File: src/rtl/alu_mult_seq.sv
// alu_mult_seq: multi-cycle unsigned multiplier (MULTU) that borrows the
// execute-stage ALU for its additions and carry detection. Shift-and-add,
// LSB first; the partial product lives in hi/lo, and the multiplier is
// consumed out of lo as the product shifts in from the top.
//
// Handshake: start is a single-cycle request that is only looked at while
// the FSM is in IDLE; anything on start at other times is dropped. busy
// is high from the cycle after acceptance up to and including the DONE
// cycle, and done pulses for exactly that last cycle with hi/lo valid.
// hi/lo then hold the product until the next accepted start.
module alu_mult_seq #(
    parameter int WIDTH         = 32,
    parameter int OPW           = 4,
    parameter int ALU_ADD_ENC   = 0,
    parameter int ALU_SLTU_ENC  = 3
) (
    input  logic             CLK,
    input  logic             nRST,
    input  logic             start,
    input  logic [WIDTH-1:0] mcand,
    input  logic [WIDTH-1:0] mplier,
    output logic             busy,
    output logic             done,
    output logic [WIDTH-1:0] hi,
    output logic [WIDTH-1:0] lo,
    output logic             alu_req,
    output logic [OPW-1:0]   alu_op,
    output logic [WIDTH-1:0] alu_a,
    output logic [WIDTH-1:0] alu_b,
    input  logic [WIDTH-1:0] alu_out,
    output logic [2:0]       fsm_state
);

    localparam int CNTW = $clog2(WIDTH);
    localparam logic [OPW-1:0]  OP_ADD   = OPW'(ALU_ADD_ENC);
    localparam logic [OPW-1:0]  OP_SLTU  = OPW'(ALU_SLTU_ENC);
    localparam logic [CNTW-1:0] CNT_LAST = CNTW'(WIDTH - 1);

    typedef enum logic [2:0] {
        S_IDLE   = 3'd0,
        S_ADD    = 3'd1,
        S_CSHIFT = 3'd2,
        S_SHIFT  = 3'd3,
        S_DONE   = 3'd4
    } state_t;

    state_t            state_q;
    state_t            state_d;
    logic [WIDTH-1:0]  mc;
    logic [CNTW-1:0]   cnt;
    logic              last_bit;

    // The bit being retired by CSHIFT/SHIFT is the final multiplier bit.
    assign last_bit  = (cnt == CNT_LAST);
    assign fsm_state = state_q;

    // State register; reset discards any in-flight multiply.
    always_ff @(posedge CLK or posedge nRST) begin
        if (nRST) begin
            state_q <= S_IDLE;
        end else begin
            state_q <= state_d;
        end
    end

    // Next state and all outputs, decoded from registered state only.
    always_comb begin
        state_d = state_q;
        busy    = 1'b0;
        done    = 1'b0;
        alu_req = 1'b0;
        alu_op  = OP_ADD;
        alu_a   = '0;
        alu_b   = '0;
        case (state_q)
            S_IDLE: begin
                if (start) begin
                    state_d = mplier[0] ? S_ADD : S_SHIFT;
                end
            end
            S_ADD: begin
                busy    = 1'b1;
                alu_req = 1'b1;
                alu_op  = OP_ADD;
                alu_a   = hi;
                alu_b   = mc;
                state_d = S_CSHIFT;
            end
            S_CSHIFT: begin
                // hi now holds the truncated sum; sum < mc means it wrapped.
                busy    = 1'b1;
                alu_req = 1'b1;
                alu_op  = OP_SLTU;
                alu_a   = hi;
                alu_b   = mc;
                if (last_bit) begin
                    state_d = S_DONE;
                end else begin
                    state_d = lo[1] ? S_ADD : S_SHIFT;
                end
            end
            S_SHIFT: begin
                busy = 1'b1;
                if (last_bit) begin
                    state_d = S_DONE;
                end else begin
                    state_d = lo[1] ? S_ADD : S_SHIFT;
                end
            end
            S_DONE: begin
                busy    = 1'b1;
                done    = 1'b1;
                state_d = S_IDLE;
            end
            default: begin
                state_d = S_IDLE;
            end
        endcase
    end

    // Datapath: operand capture, partial-product accumulate and shift.
    always_ff @(posedge CLK or posedge nRST) begin
        if (nRST) begin
            hi  <= '0;
            lo  <= '0;
            mc  <= '0;
            cnt <= '0;
        end else begin
            case (state_q)
                S_IDLE: begin
                    if (start) begin
                        hi  <= '0;
                        lo  <= mplier;
                        mc  <= mcand;
                        cnt <= '0;
                    end
                end
                S_ADD: begin
                    hi <= alu_out;
                end
                S_CSHIFT: begin
                    hi  <= {alu_out[0], hi[WIDTH-1:1]};
                    lo  <= {hi[0], lo[WIDTH-1:1]};
                    cnt <= cnt + CNTW'(1);
                end
                S_SHIFT: begin
                    hi  <= {1'b0, hi[WIDTH-1:1]};
                    lo  <= {hi[0], lo[WIDTH-1:1]};
                    cnt <= cnt + CNTW'(1);
                end
                default: begin
                    hi <= hi;
                end
            endcase
        end
    end

endmodule
File: config.mk
export PLATFORM = sky130hd
export DESIGN_NAME = alu_mult_seq
export DESIGN_NICKNAME = d
export VERILOG_FILES = /design/src/rtl/alu_mult_seq.sv
export SDC_FILE = /design/constraint.sdc
export NUM_CORES = 1
export LEC_CHECK = 0
export BUFFER_PORTS_ARGS = -buffer_cell sky130_fd_sc_hd__buf_4
export CAP_MARGIN = 10
export CORE_AREA = 8 8 121 123
export CTS_CLUSTER_DIAMETER = 60
export CTS_CLUSTER_SIZE = 30
export DETAILED_ROUTE_END_ITERATION = 8
export DIE_AREA = 0 0 129 131
export PLACE_DENSITY = 0.76
export SLEW_MARGIN = 40
export SYNTH_ARGS = -nofsm -noshare
export SYNTH_HDL_FRONTEND = slang
export SYNTH_SLANG_ARGS = --single-unit
File: constraint.sdc
create_clock -name CLK -period 3.3 [get_ports CLK]
set_input_delay 0.33 -clock CLK [delete_from_list [all_inputs] [get_ports CLK]]
set_output_delay 0.33 -clock CLK [all_outputs]
set_load 0.05 [all_outputs]
======== Word-level counts from Yosys, hierarchy flattened ========
Cells that the tools add are included.
storage, ports and cells
  bits in registers ....................... 104
  input bits .............................. 99
  output and inout bits ................... 138
  word-level logic and storage cells ...... 38
cells by class
  add/sub/neg operators ................... 1
  equality and inequality tests ........... 6
  multiplexer cells ....................... 17
  reductions and logical operators ........ 9
operator list
  cell                                                             count
  32-bit 2-to-1 mux                                                4
  32-bit one-hot mux with 4 select lines                           1
  32-bit one-hot mux with 2 select lines                           1
  5-bit one-hot mux with 2 select lines                            1
  3-bit one-hot mux with 3 select lines                            1
  3-bit by 2-bit == test with 1-bit output, second input constant  2
  2-bit 2-to-1 mux                                                 3
  3-bit 2-to-1 mux                                                 2
  2-bit AND reduction                                              3
  5-bit by 1-bit adder with 5-bit output, second input constant    1
  5-bit == test, second input constant                             1
  5-bit 2-to-1 mux                                                 1
  4-bit nonzero test                                               1
  2-bit OR reduction                                               2
  4-bit OR reduction                                               1
  3-bit by 1-bit == test with 1-bit output, second input constant  1
  3-bit == test, second input constant                             1
  3-bit zero test                                                  1
  1-bit 2-to-1 mux                                                 3
  2-bit != test, second input constant                             1
  2-bit nonzero test                                               1

======== Depth between registers and ports, before layout ========
Gate-level depths: netlist of run 1.
  depth after elaboration ................. 4
  mapped depth ............................ 7
  gate-level depth less buffers ........... 6

======== Least setup slack after synthesis of run 1 ========
OpenSTA, ideal clock, no wires.
  path type ............................... reg2out
  start point ............................. register state_q[1] (netlist: fsm_state[1])
  end point ............................... output port alu_a[22]
  data arrival time ....................... 2.103 ns
  data required time ...................... 2.970 ns
  setup slack ............................. 0.867 ns
  stages on the path, launching flop included .. 6
  buffers on the path ..................... 2
  cells stage by stage .................... dfrtp_1 -> buf_6 -> xnor2_1 -> nor2_1 -> clkbuf_1 -> and2_1
between the ends
  word-level cells in the longest chain between the ends .. 3
  elaborated cells on any way between the ends .. 4
  classes of those cells .................. 2 x eq/ne; 1 x mux; 1 x reduce/logical
RTL lines
  element                                                                                                      RTL line  source
  start, declared                                                                                              47        state_t state_q;
  start signal, assigned                                                                                       62        state_q <= state_d;
  3-bit by 2-bit == test with 1-bit output / 3-bit by 1-bit == test with 1-bit output (equally long branches)  75        case (state_q)
  2-bit OR reduction (no source line) (*)                                                                      n/a
  32-bit 2-to-1 mux (*)                                                                                        75
  end, declared                                                                                                28        output logic [WIDTH-1:0] alu_a,
Every way passes the cells marked *; elsewhere a longest branch is shown, timed or not.

======== Worst setup path after layout of run 1 ========
  start point ............................. register state_q[1] (netlist: fsm_state[1])
  end point ............................... output port alu_a[20]
Same word-level chain as after synthesis.

==> impl_metrics.json, run 1 <==
{
  "startpoint_of_the_most_critical_register_to_register_path": "fsm_state[1]",
  "gp_congestion": 0.829,
  "post_synth_inst_count": 577,
  "slew-limit-headroom_pct": 53.7,
  "post_synth.cell_area_avg_um2": 9.29,
  "final_min_period_over_clock_period_pct": 79.1,
  "layout_utilization_pct": 58.0,
  "crit_path_max_fanout": 35,
  "setup_viol": 0,
  "required_ns": 2.97,
  "cts.repair_timing.setup_buffer_count": 0,
  "post_layout_nonfiller_instances": 966,
  "worst_setup_skew_after_layout_ns": 0.0103,
  "core_area_um2": 12900,
  "fp-row-count": 42,
  "netlist_area_um2": 5360,
  "cts.hold.buffers_added": 0,
  "report.final.hold_viol_count": 0,
  "grt_util_all_layers_pct": 17.7,
  "cts.sink_count": 104,
  "period_minus_slack_ns": 2.61,
  "post_synth_main_area_contributors": "sky130_fd_sc_hd__dfrtp_1 (49%), sky130_fd_sc_hd__nand2_1 (14%), sky130_fd_sc_hd__nand3_2 (13%)",
  "residual_antenna_violating_net_count_after_detailed_routing": 0,
  "post-place-cells": 950,
  "global_route.overflow_total": 0,
  "design.die.area_um2": 16900,
  "synth-seq-area-share_pct": 48.6,
  "postCtsResizedCells": 0,
  "timing.reg2reg.worst_path_depth": 5,
  "timing.final.max_slew_violations": 0,
  "floorplan.die.height_um": 131,
  "htree_num_levels": 3,
  "startpoint_type": "register",
  "vias_in_the_first_global_route": 4794,
  "finalWirelength_um": 15500,
  "number_of_antenna_violations_at_the_first_check_in_global_routing": 0,
  "cts.reportedPaths.clkPinSlew_ns": 0.07,
  "initial_core_util_pct": 41.6,
  "die-width_um": 129,
  "clk_path_buf_depth": 2,
  "worst_ir_drop_vdd_uv": 421,
  "post_synth_num_cell_types": 31,
  "post-route-drc-count": 0,
  "yosysTopAreaCellShare_pct": 48.6,
  "tritoncts.num_buffers": 9,
  "vias_per_cell": 4.89,
  "max_freq_mhz": 383,
  "grt_first_pass_wirelength_um": 24200,
  "run_status": "finished, final reports clean",
  "synth-seq-cells": 104,
  "fin_total_pwr_mw": 8.66,
  "cp-end-kind": "output port",
  "synth_area_leader_cell": "sky130_fd_sc_hd__dfrtp_1",
  "drive_gt1_share_pct": 42.5,
  "number_of_inserted_diodes": 0,
  "routed_length_per_placed_instance_um": 16.0,
  "yosysWarningCount": 0,
  "min_path_type": "input pin to async pin",
  "timing.reg2reg.setup_slack_ns": 1.32,
  "area_growth_syn_to_layout_pct": 39.4,
  "grt_max_degree": 88,
  "finalSetupTns_ns": 0,
  "pwr_density_cell_nw_per_um2": 1160,
  "unrepaired_setup_endpoints_after_global_routing": "false",
  "initialDrtViolationCount": 346,
  "n_fill_cell": 1127,
  "pre_antenna_drt_iters": 5,
  "clk-insertion-delay-late_ns": 0.34,
  "p_leak_nw": 4.00,
  "max_slew.worst_pin.slew_ns": 0.691,
  "tritoncts": "built",
  "worstReg2RegEnd": "lo[7]",
  "worst_ep_arrival_time_ns": 2.28,
  "hpwl_detailed_um": 11700,
  "nets": 886,
  "clock_root_cell": "sky130_fd_sc_hd__clkbuf_16",
  "port_buffers": 234,
  "num_io_pins": 237,
  "num_vias": 4723,
  "category_of_the_critical_setup_timing_path": "register to output port",
  "maxCapViolations": 0
}
layer usage:
layer,part of all wire [%],global-route usage (%),wire length [um]
met5,0,0,0
met4,1.5,6.15,227
met3,6.4,3.04,999
met2,53,31.2,8140
met1,40,21.5,6130
flip-flops by register name (all words and copies together) (netlist names):
register / cells
cnt: 5
fsm_state: 3
hi: 32
lo: 32
mc: 32
where the power goes:
group          internal [mW]  total, mW  switching (mW)
combinational           1.63       5.33            3.70
clock                  0.540       1.01           0.473
sequential              1.83       2.32           0.490
total                   4.00       8.66            4.67
cells by family after synthesis:
| logic type | Yosys count | synth area share [%] |
|---|---|---|
| buffers and inverters | 51 | 6.35 |
| and+or+nand+nor | 346 | 35.9 |
| AOI/OAI and AO/OA | 71 | 8.31 |
| other | 1 | 0.0700 |
| adders and majority gates | 2 | 0.467 |
| DFF | 104 | 48.6 |
| xor gates and xnor gates | 2 | 0.327 |
worst max path at each step:
stage	from	endpoint	slack, ns
6_report	fsm_state[1]	alu_a[20]	0.69
5_1_grt	fsm_state[1]	alu_a[0]	0.55
4_1_cts	fsm_state[1]	alu_a[20]	0.67
3_5_place_dp	fsm_state[1]	alu_a[20]	1.05
3_3_place_gp	fsm_state[1]	alu_a[19]	1.07
2_1_floorplan	nRST	cnt[0]	0.24
layout by cell type, fill, tap and decap left out:
master	count
sky130_fd_sc_hd__a21oi_1	2
sky130_fd_sc_hd__a221o_1	1
sky130_fd_sc_hd__a22oi_1	31
sky130_fd_sc_hd__and2_1	66
sky130_fd_sc_hd__and3_1	1
sky130_fd_sc_hd__buf_12	1
sky130_fd_sc_hd__buf_16	2
sky130_fd_sc_hd__buf_4	243
sky130_fd_sc_hd__clkbuf_1	1
sky130_fd_sc_hd__clkbuf_16	9
sky130_fd_sc_hd__clkbuf_8	1
sky130_fd_sc_hd__clkinv_2	1
sky130_fd_sc_hd__clkinv_4	2
sky130_fd_sc_hd__conb_1	2
sky130_fd_sc_hd__dfrtp_1	104
sky130_fd_sc_hd__ha_1	2
sky130_fd_sc_hd__inv_6	2
sky130_fd_sc_hd__inv_8	1
sky130_fd_sc_hd__nand2_1	196
sky130_fd_sc_hd__nand2b_2	1
sky130_fd_sc_hd__nand3_1	4
sky130_fd_sc_hd__nand3_2	67
sky130_fd_sc_hd__nor2_1	3
sky130_fd_sc_hd__nor2_4	1
sky130_fd_sc_hd__nor2b_1	1
sky130_fd_sc_hd__nor2b_4	1
sky130_fd_sc_hd__nor3_2	1
sky130_fd_sc_hd__nor3b_4	1
sky130_fd_sc_hd__nor4b_2	1
sky130_fd_sc_hd__o21a_1	2
sky130_fd_sc_hd__o21ai_0	33
sky130_fd_sc_hd__o21ai_1	1
sky130_fd_sc_hd__o31ai_1	1
sky130_fd_sc_hd__or3_1	1
sky130_fd_sc_hd__or4b_4	1
sky130_fd_sc_hd__xnor2_1	2
layout make-up:
cell class	instances	area, um^2	area share (%)
flip-flops and latches	104	2600	34.8
repair buffers	246	1900	25.4
multi-input cells	423	2460	32.9
inverters	1	11.3	0.151
clock buffers	11	243	3.25
clock inverters	5	40.0	0.536
well taps	176	220	2.95
metrics by stage:
stage	cell area (um^2)	hold WS [ns]	worst slack, ns
after CTS	7470	0.169	0.673
final	7470	0.0887	0.691
after global placement	7110	0.450	1.07
after detailed placement	7190	0.455	1.05
after global routing	7470	0.129	0.545
after floorplan	5360	0.435	0.238
critical path: stages (launching register included):
cell and delay, ns:
sky130_fd_sc_hd__dfrtp_1 0.62, sky130_fd_sc_hd__xnor2_1 0.19, sky130_fd_sc_hd__nor2_4 0.51, sky130_fd_sc_hd__buf_16 0.24
sky130_fd_sc_hd__and2_1 0.16, sky130_fd_sc_hd__buf_4 0.20
synthesized netlist by cell type (all sizes together):
cell and number:
nand2 196, dfrtp 104, nand3 71, and2 66, o21ai 34, a22oi 31
buf 25, clkbuf 25, nor2 4, a21oi 2, ha 2, nor2b 2
o21a 2, xnor2 2, a221o 1, and3 1, conb 1, inv 1
nand2b 1, nor3 1, nor3b 1, nor4b 1, o31ai 1, or3 1
or4b 1
No activity file was read; power rests on OpenSTA's default activity.
==> run 2: changes to the inputs <==
Settings changed: CORE_AREA 8 8 121 123 to 8 8 115 117, DIE_AREA 0 0 129 131 to 0 0 123 125, PLACE_DENSITY 0.76 to 0.8.
Clock period 3.3 ns to 2.7 ns, I/O delays scaled along.
==> impl_metrics.json, run 2 (synthesis results as in run 1) <==
{
  "run_status": "finished, final reports clean",
  "p_leak_nw": 3.99,
  "postCtsResizedCells": 0,
  "grt_util_all_layers_pct": 19.7,
  "period_minus_slack_ns": 2.41,
  "initial_core_util_pct": 46.2,
  "fp-row-count": 40,
  "global_route.overflow_total": 0,
  "grt_busiest_layer": "met2",
  "globalRouteMet2Util_pct": 32.6,
  "vias_in_the_first_global_route": 4721,
  "area_growth_syn_to_layout_pct": 38.7,
  "pwr_density_cell_nw_per_um2": 1430,
  "cts.sink_count": 104,
  "layout.area.seq_um2": 2600,
  "layout_common_cells": "sky130_fd_sc_hd__buf_4 (242), sky130_fd_sc_hd__nand2_1 (196), sky130_fd_sc_hd__dfrtp_1 (104), sky130_fd_sc_hd__nand3_2 (67), sky130_fd_sc_hd__and2_1 (66)",
  "pre_antenna_drt_iters": 5,
  "slew-limit-headroom_pct": 51.4,
  "number_of_antenna_violations_at_the_first_check_in_global_routing": 0,
  "tritoncts": "built",
  "worst_ep_arrival_time_ns": 2.14,
  "initialDrtViolationCount": 324,
  "num_io_pins": 237,
  "category_of_the_critical_setup_timing_path": "register to output port",
  "cts.hold.buffers_added": 0,
  "finalSetupTns_ns": 0,
  "cp-end-kind": "output port",
  "clk-insertion-delay-late_ns": 0.34,
  "mostFrequentLayoutCell": "sky130_fd_sc_hd__buf_4",
  "num_vias": 4744,
  "die-width_um": 123,
  "startpoint_type": "register",
  "grt_first_pass_wirelength_um": 24400,
  "htree_num_levels": 3,
  "grt_max_degree": 105,
  "min_path_type": "input pin to async pin",
  "core_area_um2": 11600,
  "number_of_inserted_diodes": 0,
  "drive_gt1_share_pct": 42.4,
  "port_buffers": 234,
  "max_slew.worst_pin.slew_ns": 0.725,
  "tritoncts.num_buffers": 9,
  "cts.repair_timing.setup_buffer_count": 0,
  "post-route-drc-count": 0,
  "timing.final.max_slew_violations": 0,
  "largest_registers": "hi: 32 flops, lo: 32 flops, mc: 32 flops",
  "unrepaired_setup_endpoints_after_global_routing": "false",
  "report.final.hold_viol_count": 0,
  "clk_path_buf_depth": 2,
  "floorplan.die.height_um": 125,
  "setup_viol": 0,
  "nets": 885,
  "vias_per_cell": 5.07,
  "hpwl_detailed_um": 11100,
  "multi_input_logic_area_um2": 2460,
  "maxCapViolations": 0,
  "n_fill_cell": 997,
  "worst_setup_skew_after_layout_ns": 0.0127,
  "layout_utilization_pct": 64.0,
  "clock_root_cell": "sky130_fd_sc_hd__clkbuf_16",
  "routed_length_per_placed_instance_um": 16.4,
  "design.die.area_um2": 15400,
  "crit_path_max_fanout": 65,
  "finalWirelength_um": 15400,
  "global_route.usage.met1_pct": 24.4,
  "max_freq_mhz": 416,
  "required_ns": 2.43,
  "final_min_period_over_clock_period_pct": 89.1,
  "cts.reportedPaths.clkPinSlew_ns": 0.07,
  "gp_congestion": 0.771,
  "grt_util_met3_pct": 3.96,
  "worst_ir_drop_vdd_uv": 963,
  "residual_antenna_violating_net_count_after_detailed_routing": 0
}
run 2: cell count changes in the layout (fill, tap and decap cells not counted), sizes merged:
cell and delta:
inv -3, clkinvlp +2, bufinv +1, clkinv -3, buf -1, clkbuf +2
run 2: cell type report:
class | instances | share of cell area [%]
clock buffers | 13 | 3.64
clock inverters | 2 | 0.505
inverters | 1 | 0.101
multi-input cells | 423 | 33.0
flip-flops and latches | 104 | 35.0
well taps | 147 | 2.47
repair buffers | 245 | 25.2
run 2: final timing paths:
path / startpoint / endpoint / slack, ns / cells past startpoint
max: fsm_state[1] / alu_a[18] / 0.29 / 5
min: nRST / lo[8] / 0.09 / 3
max reg2reg: fsm_state[1] / lo[6] / 0.71 / 4
min reg2reg: mc[11] / mc[11] / 0.47 / 2
max in group asynchronous: nRST / mc[29] / 2.20 / 3
min in group CLK: mcand[14] / mc[14] / 0.12 / 3
run 2: critical path: stages, from the launching register on:
cell and delay, ns:
sky130_fd_sc_hd__dfrtp_1 0.65, sky130_fd_sc_hd__xnor2_1 0.18, sky130_fd_sc_hd__nor2_4 0.10, sky130_fd_sc_hd__buf_4 0.42, sky130_fd_sc_hd__and2_1 0.23, sky130_fd_sc_hd__buf_4 0.21
run 2: power by group:
group	switching, mW	internal, mW
Sequential	0.606	2.24
Clock	0.548	0.791
Combinational	4.52	1.95
run 2: layer usage:
metal  vias to the layer above  part of all wire [%]
met2                       147                    51
met1                      2281                    41
met3                        22                   6.4
met5                         -                     0
met4                         0                   2.2
li1                       2294                     -
run 2: metrics by stage:
step / hold slack, ns / power, mW / area, um^2 / setup slack, ns / std cells
final: 0.0902 / 10.6 / 7430 / 0.293 / 935
after global routing: 0.107 / 11.2 / 7430 / 0.175 / 935
after CTS: 0.104 / 10.7 / 7430 / 0.283 / 935
after detailed placement: 0.455 / 9.38 / 7130 / 0.671 / 920
after global placement: 0.449 / 9.23 / 7110 / 0.782 / 919
after floorplan: 0.375 / 7.40 / 5370 / 0.327 / 578
==> run 3: changes to the inputs <==
Settings changed: ABC_AREA set to 1, CORE_AREA 8 8 115 117 to 8 8 117 119, DIE_AREA 0 0 123 125 to 0 0 125 127, PLACE_DENSITY 0.8 to 0.79.
==> impl_metrics.json, run 3 <==
{
  "unrepaired_setup_endpoints_after_global_routing": "false",
  "clk-insertion-delay-late_ns": 0.34,
  "n_fill_cell": 1115,
  "number_of_antenna_violations_at_the_first_check_in_global_routing": 1,
  "yosysTopAreaCellShare_pct": 47.3,
  "synth-seq-area-share_pct": 47.3,
  "synth_area_leader_cell": "sky130_fd_sc_hd__dfrtp_1",
  "final_min_period_over_clock_period_pct": 82.0,
  "setup_viol": 0,
  "timing.final.max_slew_violations": 0,
  "port_buffers": 234,
  "slew-limit-headroom_pct": 57.4,
  "gp_congestion": 0.792,
  "yosysWarningCount": 0,
  "max_freq_mhz": 452,
  "area_growth_syn_to_layout_pct": 38.0,
  "tritoncts": "built",
  "detail_route.wirelength.met1_um": 6780,
  "post-route-drc-count": 0,
  "worst_path_max_delay_cell": "sky130_fd_sc_hd__dfrtp_1",
  "vias_per_cell": 4.58,
  "cts.sink_count": 104,
  "multi_input_logic_area_um2": 2120,
  "cts.hold.buffers_added": 0,
  "nets": 1120,
  "worst-path-buf-inv": 3,
  "grt_first_pass_wirelength_um": 26000,
  "layout.area.seq_um2": 2600,
  "postCtsResizedCells": 0,
  "top_layer": "met5",
  "num_io_pins": 237,
  "cts.repair_timing.setup_buffer_count": 0,
  "die-width_um": 125,
  "post_synth.cell_area_avg_um2": 6.80,
  "synth_enable_flop_cells": 0,
  "design.die.area_um2": 15900,
  "post_synth_inst_count": 809,
  "met2_length_um": 7530,
  "routed_length_per_placed_instance_um": 13.4,
  "worst_ep_arrival_time_ns": 1.94,
  "dr_wl_met3_um": 1160,
  "ys_async_sr_fraction_pct": 100,
  "max_stage_delay_ns": 0.46,
  "cts.reportedPaths.clkPinSlew_ns": 0.07,
  "clock_root_cell": "sky130_fd_sc_hd__clkbuf_16",
  "floorplan.die.height_um": 127,
  "mostFrequentLayoutCell": "sky130_fd_sc_hd__nand2_1",
  "report.final.hold_viol_count": 0,
  "synthFlopType": "sky130_fd_sc_hd__dfrtp_1",
  "core_area_um2": 11800,
  "netlist_top_cells_count": "sky130_fd_sc_hd__nand2_1 (269), sky130_fd_sc_hd__nor2_1 (162), sky130_fd_sc_hd__inv_1 (137)",
  "maxCapViolations": 0,
  "number_of_inserted_diodes": 0,
  "run_status": "finished, final reports clean",
  "global_route.overflow_total": 0,
  "max_slew.worst_pin.slew_ns": 0.639,
  "fp-row-count": 40,
  "synthMostInstantiatedCell": "sky130_fd_sc_hd__nand2_1",
  "timing.reg2reg.worst_path_depth": 6,
  "largest_registers": "hi: 32 flops, lo: 32 flops, mc: 32 flops",
  "grt_max_degree": 66,
  "path_cells": "inv_2 -> nor2_4 -> nand2_1 -> nand2_2 -> inv_4 -> nor2_1 -> buf_4",
  "hpwl_detailed_um": 11700,
  "num_vias": 5369,
  "min_path_type": "input pin to async pin",
  "htree_num_levels": 3,
  "worst_setup_skew_after_layout_ns": 0.00914,
  "tritoncts.num_buffers": 9,
  "required_ns": 2.43,
  "layout_common_cells": "sky130_fd_sc_hd__nand2_1 (269), sky130_fd_sc_hd__buf_4 (239), sky130_fd_sc_hd__nor2_1 (162), sky130_fd_sc_hd__inv_1 (136), sky130_fd_sc_hd__dfrtp_1 (104)",
  "pre_antenna_drt_iters": 5,
  "cell_count_along_the_critical_path": 7,
  "vias_in_the_first_global_route": 5159,
  "post_synth_main_area_contributors": "sky130_fd_sc_hd__dfrtp_1 (47%), sky130_fd_sc_hd__nand2_1 (18%), sky130_fd_sc_hd__nor2_1 (11%)",
  "clk_path_buf_depth": 2,
  "startpoint_type": "register",
  "critPathTopFamily": "buffers and inverters",
  "crit_path_max_fanout": 64,
  "finalSetupTns_ns": 0,
  "grt_util_all_layers_pct": 19.7,
  "netlist_area_um2": 5500,
  "drive_gt1_share_pct": 26.1,
  "finalWirelength_um": 15700,
  "residual_antenna_violating_net_count_after_detailed_routing": 0,
  "cp-end-kind": "output port",
  "synth-seq-cells": 104,
  "category_of_the_critical_setup_timing_path": "register to output port",
  "post_synth_num_cell_types": 19,
  "initialDrtViolationCount": 253,
  "initial_core_util_pct": 46.6,
  "period_minus_slack_ns": 2.21
}
-- run 3: cell type report --
class / instances / area share (%)
Sequential cell: 104 / 34.3
Multi-Input combinational cell: 522 / 28.0
Timing Repair Buffer: 242 / 24.4
Inverter: 140 / 7.00
Clock buffer: 11 / 3.20
Tap cell: 147 / 2.42
Clock inverter: 5 / 0.741
-- run 3: metal layers --
metal	global-route usage [%]	vias to the layer above
met1	24.6	2420
met5	0	-
met2	32.2	170
met3	5.62	16
met4	6.52	2
li1	-	2761
-- run 3: path summary, 6_finish.rpt --
path / start / endpoint / slack, ns
setup / recovery: fsm_state[1] / alu_a[16] / 0.49
hold / removal: nRST / hi[21] / 0.01
setup reg to reg: fsm_state[0] / lo[30] / 0.87
hold reg to reg: mc[25] / mc[25] / 0.48
max in group asynchronous: nRST / hi[31] / 1.94
min in group CLK: mcand[16] / mc[16] / 0.18
-- run 3: kinds of logic (layout without fill, tap and decap cells) --
| kind of cell | after synthesis | after routing | synth area share [%] |
|---|---|---|---|
| compound gates | 37 | 37 | 3.36 |
| fa+ha+maj | 2 | 2 | 0.455 |
| buf+inv | 184 | 398 | 14.4 |
| flops | 104 | 104 | 47.3 |
| other cells | 1 | 2 | 0.0681 |
| simple gates | 481 | 481 | 34.4 |
-- run 3: stage by stage --
step	hold slack (ns)	setup slack [ns]	instance area [um^2]	std cells	util, %
finish	0.0119	0.487	7600	1171	64.3
detailed placement	0.385	0.847	7300	1155	61.8
global placement	0.384	0.622	7290	1155	61.8
floorplan	0.402	0.226	5510	810	-
CTS	0.0213	0.476	7600	1171	64.3
global route	0.0539	0.337	7600	1171	64.3
Power of run 3 is left out: the tool's default activity adds up to more than one toggle a clock period on the data nets, which glitch-free logic cannot reach.
